File: src/rtl/cv32e40p_pkg.sv
// Shared definitions for the cv32e40p register-file recovery controller.
// Holds the recovery FSM state encoding and the NUM_REGS legality check.
package cv32e40p_pkg;

  // Index width: enough to address 64 entries (GPR + FP register file)
  localparam int unsigned RF_RECOVERY_IDX_W = 6;

  // The two supported register-file sizes
  localparam int unsigned RF_RECOVERY_NUM_REGS_GPR    = 32;
  localparam int unsigned RF_RECOVERY_NUM_REGS_GPR_FP = 64;

  // Recovery FSM state encoding (kept as plain constants for legacy users)
  localparam logic [2:0] RF_RECOVERY_IDLE    = 3'd0;
  localparam logic [2:0] RF_RECOVERY_SETBACK = 3'd1;
  localparam logic [2:0] RF_RECOVERY_COPY    = 3'd2;
  localparam logic [2:0] RF_RECOVERY_VERIFY  = 3'd3;
  localparam logic [2:0] RF_RECOVERY_DONE    = 3'd4;

  typedef enum logic [2:0] {
    RFR_IDLE    = RF_RECOVERY_IDLE,
    RFR_SETBACK = RF_RECOVERY_SETBACK,
    RFR_COPY    = RF_RECOVERY_COPY,
    RFR_VERIFY  = RF_RECOVERY_VERIFY,
    RFR_DONE    = RF_RECOVERY_DONE
  } rf_recovery_state_e;

  // Only the GPR-only and GPR+FP register-file sizes can be restored
  function automatic bit rf_recovery_num_regs_legal(input int unsigned num_regs);
    return (num_regs == RF_RECOVERY_NUM_REGS_GPR) ||
           (num_regs == RF_RECOVERY_NUM_REGS_GPR_FP);
  endfunction

endpackage

File: src/rtl/cv32e40p_rf_recovery_ctrl.sv
// Register-file recovery controller for a lockstep cv32e40p pair.
// Sets back the recovering core, copies the healthy core's register file
// two entries per cycle into it, optionally reads everything back to
// check the copy, then pulses done_o.
// Optional feature macro: CV32E40P_RF_RECOVERY_VERIFY_EN enables the
// readback VERIFY pass and error_o; without it error_o and the
// destination read addresses are tied to 0.
module cv32e40p_rf_recovery_ctrl
  import cv32e40p_pkg::*;
#(
  parameter int unsigned NUM_REGS = 32
) (
  input  logic        clk_i,
  input  logic        rst_ni,

  input  logic        start_i,
  output logic        busy_o,
  output logic        done_o,
  output logic        error_o,

  output logic        setback_o,
  output logic        recover_o,
  output logic        backup_o,

  output logic [5:0]  src_raddr_a_o,
  output logic [5:0]  src_raddr_b_o,
  input  logic [31:0] src_rdata_a_i,
  input  logic [31:0] src_rdata_b_i,

  output logic        we_a_o,
  output logic        we_b_o,
  output logic [5:0]  waddr_a_o,
  output logic [5:0]  waddr_b_o,
  output logic [31:0] wdata_a_o,
  output logic [31:0] wdata_b_o,

  output logic [5:0]  dst_raddr_a_o,
  output logic [5:0]  dst_raddr_b_o,
  input  logic [31:0] dst_rdata_a_i,
  input  logic [31:0] dst_rdata_b_i
);

  if (!rf_recovery_num_regs_legal(NUM_REGS)) begin : g_illegal_num_regs
    $error("cv32e40p_rf_recovery_ctrl: NUM_REGS must be 32 or 64");
  end

  // Index of the last even/odd pair handled in COPY and VERIFY
  localparam logic [RF_RECOVERY_IDX_W-1:0] LAST_IDX = RF_RECOVERY_IDX_W'(NUM_REGS - 2);

  rf_recovery_state_e state_q, state_d;
  logic [RF_RECOVERY_IDX_W-1:0] idx_q, idx_d;
  logic [RF_RECOVERY_IDX_W-1:0] idx_b;
  logic last_pair;

  // Port B always handles the odd partner of the even entry on port A
  assign idx_b     = idx_q + RF_RECOVERY_IDX_W'(1);
  assign last_pair = (idx_q == LAST_IDX);

  // Next-state and index sequencing
  always_comb begin
    state_d = state_q;
    idx_d   = idx_q;
    unique case (state_q)
      RFR_IDLE: begin
        if (start_i) begin
          state_d = RFR_SETBACK;
        end
      end
      RFR_SETBACK: begin
        idx_d   = '0;
        state_d = RFR_COPY;
      end
      RFR_COPY: begin
        if (last_pair) begin
          idx_d = '0;
`ifdef CV32E40P_RF_RECOVERY_VERIFY_EN
          state_d = RFR_VERIFY;
`else
          state_d = RFR_DONE;
`endif
        end else begin
          idx_d = idx_q + RF_RECOVERY_IDX_W'(2);
        end
      end
`ifdef CV32E40P_RF_RECOVERY_VERIFY_EN
      RFR_VERIFY: begin
        if (last_pair) begin
          idx_d   = '0;
          state_d = RFR_DONE;
        end else begin
          idx_d = idx_q + RF_RECOVERY_IDX_W'(2);
        end
      end
`endif
      RFR_DONE: begin
        idx_d   = '0;
        state_d = RFR_IDLE;
      end
      default: begin
        idx_d   = '0;
        state_d = RFR_IDLE;
      end
    endcase
  end

  // State and index registers; reset aborts any sequence in flight
  always_ff @(posedge clk_i or negedge rst_ni) begin
    if (!rst_ni) begin
      state_q <= RFR_IDLE;
      idx_q   <= '0;
    end else begin
      state_q <= state_d;
      idx_q   <= idx_d;
    end
  end

  // Moore output decode; every unused address/data field stays at zero
  always_comb begin
    busy_o        = (state_q != RFR_IDLE);
    done_o        = 1'b0;
    setback_o     = 1'b0;
    recover_o     = 1'b0;
    backup_o      = 1'b0;
    src_raddr_a_o = '0;
    src_raddr_b_o = '0;
    we_a_o        = 1'b0;
    we_b_o        = 1'b0;
    waddr_a_o     = '0;
    waddr_b_o     = '0;
    wdata_a_o     = '0;
    wdata_b_o     = '0;
    unique case (state_q)
      RFR_SETBACK: begin
        setback_o = 1'b1;
      end
      RFR_COPY: begin
        recover_o     = 1'b1;
        backup_o      = 1'b1;
        src_raddr_a_o = idx_q;
        src_raddr_b_o = idx_b;
        we_a_o        = 1'b1;
        we_b_o        = 1'b1;
        waddr_a_o     = idx_q;
        waddr_b_o     = idx_b;
        wdata_a_o     = src_rdata_a_i;
        wdata_b_o     = src_rdata_b_i;
      end
      RFR_VERIFY: begin
        backup_o      = 1'b1;
        src_raddr_a_o = idx_q;
        src_raddr_b_o = idx_b;
      end
      RFR_DONE: begin
        done_o = 1'b1;
      end
      default: begin
        busy_o = (state_q != RFR_IDLE);
      end
    endcase
  end

`ifdef CV32E40P_RF_RECOVERY_VERIFY_EN
  logic err_q;
  logic pair_mismatch;

  // Either lane of the current pair disagreeing between source and copy
  assign pair_mismatch = (src_rdata_a_i != dst_rdata_a_i) ||
                         (src_rdata_b_i != dst_rdata_b_i);

  // Sticky mismatch flag: set during VERIFY, cleared as DONE is left
  always_ff @(posedge clk_i or negedge rst_ni) begin
    if (!rst_ni) begin
      err_q <= 1'b0;
    end else if ((state_q == RFR_VERIFY) && pair_mismatch) begin
      err_q <= 1'b1;
    end else if (state_q == RFR_DONE) begin
      err_q <= 1'b0;
    end
  end

  assign error_o       = done_o & err_q;
  assign dst_raddr_a_o = (state_q == RFR_VERIFY) ? idx_q : '0;
  assign dst_raddr_b_o = (state_q == RFR_VERIFY) ? idx_b : '0;
`else
  logic unused_dst_rdata;

  assign unused_dst_rdata = ^{dst_rdata_a_i, dst_rdata_b_i};
  assign error_o          = 1'b0;
  assign dst_raddr_a_o    = '0;
  assign dst_raddr_b_o    = '0;
`endif

endmodule
File: config.mk
export PLATFORM = sky130hd
export DESIGN_NAME = cv32e40p_rf_recovery_ctrl
export DESIGN_NICKNAME = d
export VERILOG_FILES = /design/src/rtl/cv32e40p_pkg.sv /design/src/rtl/cv32e40p_rf_recovery_ctrl.sv
export SDC_FILE = /design/constraint.sdc
export NUM_CORES = 1
export LEC_CHECK = 0
export CAP_MARGIN = 10
export CORE_AREA = 2 2 94 96
export DETAILED_ROUTE_END_ITERATION = 16
export DIE_AREA = 0 0 96 98
export PLACE_DENSITY = 0.72
export SLEW_MARGIN = 10
export SYNTH_ARGS = -nofsm -noshare
export SYNTH_HDL_FRONTEND = slang
export SYNTH_SLANG_ARGS = --single-unit
File: constraint.sdc
create_clock -name clk_i -period 3.4 [get_ports clk_i]
set_clock_uncertainty 0.15 [all_clocks]
set_input_delay 0.34 -clock clk_i [delete_from_list [all_inputs] [get_ports clk_i]]
set_output_delay 0.34 -clock clk_i [all_outputs]
set_load 0.05 [all_outputs]
==> results of run 1 <==
## synth_stat cells (all sizes together) (2+ instances only)
master  instances
clkbuf          2
nor2b           2
buf            25
nor3b           4
nand2b          2
inv             4
dfrtp           8
nand2           2
and2           82
nand4           2
nor2            5
## path summary, 6_finish.rpt
check	end	from	slack, ps
worst min register to register	idx_q[5]	idx_q[5]	480
worst max register to register	state_q[2]	state_q[1]	1750
min in group clk_i	idx_q[5]	idx_q[5]	480
worst min-delay path	idx_q[3]	rst_ni	250
worst max-delay path	waddr_b_o[3]	state_q[1]	500
max in group asynchronous	idx_q[1]	rst_ni	2570
## registers in the layout, indices dropped and copies added (netlist names)
register	cells
idx_q	5
state_q	3
## cells by family after synthesis
family | synth area share
buffers and inverters | 0.1985
other | 0.003286
AO/OA/AOI/OAI | 0.02193
XOR/XNOR | 0.01535
multiplexers | 0.008772
adder cells (fa/ha/maj) | 0.01096
AND/OR/NAND/NOR | 0.5658
flip-flops | 0.1754
## metal layers
metal | global-route usage | part of all wire | vias to the layer above
li1 | - | - | 738
met1 | 0.1028 | 0.37 | 669
met2 | 0.1709 | 0.52 | 75
met3 | 0.02392 | 0.10 | 6
met4 | 0.02418 | 0.011 | 0
met5 | 0 | 0 | -
## per-stage QoR
stage / hold WS [ps] / cells / power [uW] / utilization
finish: 249.2 / 412 / 2612 / 0.3283
detailed placement: 483.7 / 409 / 2512 / 0.3234
global route: 278.0 / 412 / 2743 / 0.3283
global placement: 477.5 / 409 / 2496 / 0.3234
CTS: 260.5 / 412 / 2638 / 0.3283
floorplan: -105.6 / 166 / 1815 / -
## where the power goes
part / internal [uW] / leakage, uW / switching, uW
Sequential: 127 / 0.000104 / 78.3
Combinational: 777 / 0.000984 / 1510
Clock: 76.9 / 0.0000216 / 39.7
## cell usage in the layout (no fill, tap or decap), drive strengths merged
master and instances:
buf 3, clkbuf 3, a31oi 1, ha 1
a21oi 1, nor2 5, nor3b 4, nand2b 2
nand4b 1, or2 1, or3 1, conb 15
nand4 2, clkdlybuf4s50 159, and2 82, nand2 2
xor2 1, xnor2 1, o21ai 1, a211o 1
mux2i 1, nand3b 1, dfrtp 8, nor2b 2
nand3 1, inv 4
## cell type report
class,count,share of cell area
well taps,108,0.04863
multi-input cells,127,0.2783
repair buffers,162,0.5808
flip-flops and latches,8,0.07204
clock buffers,3,0.01486
inverters,4,0.005403
==> key figures, run 1 <==
Route
  • DR iter-0 viols: 32
  • DR vias/cell: 3.612
  • Antenna Nets Post-Route: 0
  • Final WL: 4839 um
  • DR WL/cell: 11.75 um
  • Drt drc: 0
  • Vias: 1488
  • 1st-pass router iterations: 4

Cells and area
  • Reg area: 200.2 um^2
  • Final #Nets: 438
  • Antenna cells: 0
  • Synth-to-layout area growth: 143.5%
  • Fill count: 863
  • Fin area: 0.002779 mm^2
  • Layout cells sized above 1: 0.02632
  • Multi-input logic area: 773.2 um^2

Synth
  • Top cell type's share of synthesized area: 0.4496
  • Syn. warnings: 0
  • Ys async rst share: 1.000
  • Post-synthesis sequential area ratio: 0.1754
  • Synth Register Bits: 8
  • Synth Area per Inst: 7.507 um^2
  • Area contributors post-synth: and2_1, dfrtp_1, buf_4
  • Dominant synthesized flop cell: dfrtp_1
  • Synth Instances: 152
  • Post-synth cell types: 28
  • Yosys top cell by area: and2_1
  • Synthesized area: 0.001141 mm^2
  • Post-synth EDFFs: 0

Floorplan
  • Area of the core: 0.008466 mm^2
  • Die area: 0.009408 mm^2
  • Die height: 98 um
  • Std-Cell Rows: 34
  • Initial core utilization: 0.1348
  • Io pins: 239
  • Die width: 96 um

Power and ir drop
  • Peak VDD IR: 212.3 uV
  • Leak: 0.001110 uW
  • Pwr Density: 939.9 mW/mm^2

Clock network
  • Clock buffer count from CTS: 3
  • CTS tree: yes
  • Clk slew on worst S/H paths: 40 ps
  • Worst skew pair latency: 230 ps
  • Clock Tree Buf Depth: 2
  • Clk sinks: 8
  • Hold buffers post-CTS: 0
  • Clock Tree Root: clkbuf_8
  • Post-cts sizing count: 0
  • Setup bufs post-CTS: 0
  • CTS H-Tree Depth: 1

Global routing
  • First-pass GRT wire length: 6851 um
  • Vias in the first global route: 1327
  • Initial antenna violation count: 0
  • Largest net degree at the start of global routing: 41
  • GRT overflow: 0
  • GR Util All Layers: 0.09267

Placement
  • Post-placement worst setup slack: 736.5 ps
  • Final HPWL DP: 4097 um
  • Placement Cell Area: 0.002738 mm^2
  • Gpl congestion: 0.7618
  • IO buf count: 159

Worst setup path
  • Buf+Inv Stages, Crit Path: 3
  • Critical path's top delay family: buffers and inverters
  • Critical Path, Cell by Cell: nor3b_4 > buf_4 > nand2_1 > inv_1 > clkdlybuf4s50_1
  • WP data required: 2910 ps
  • CP peak stage delay: 790 ps
  • Reg2Reg Depth: 4
  • CP arrival: 2410 ps
  • Startpoint types: flip-flop
  • CP Depth: 5
  • Crit Path Class: reg2out
  • Crit-path slowest cell: clkdlybuf4s50_1
  • CP Max Fanout: 37
  • Critical Path Sink Type: output port

STA
  • RSZ-0062 raised after global routing: false
  • Tmin final: 2903 ps
  • Final period utilization: 0.8539
  • Max Freq: 344.4 MHz
  • Final setup fails: 0
  • Max_slew headroom: 0.6328
  • Sum of negative setup slack: 0 ps
  • Slew @ Worst Pin: 549.1 ps
  • Hold Vio Cnt, Final: 0
  • Fin. max-slew vios: 0
  • Final WS setup: 496.8 ps

Run
  • Max Cap Viol: 0

Min path
  • Hold Path Class: in2async

Outcome
  • Status: completed
Note: power is estimated with default switching activity, not from simulation.
==> run 2: changes to the inputs <==
- ABC_CLOCK_PERIOD_IN_PS: default -> 3400
- GPL_TIMING_DRIVEN: default -> 1
==> results of run 2 <==
Same layout as run 1: the final DEF is identical, and so are final timing and power.
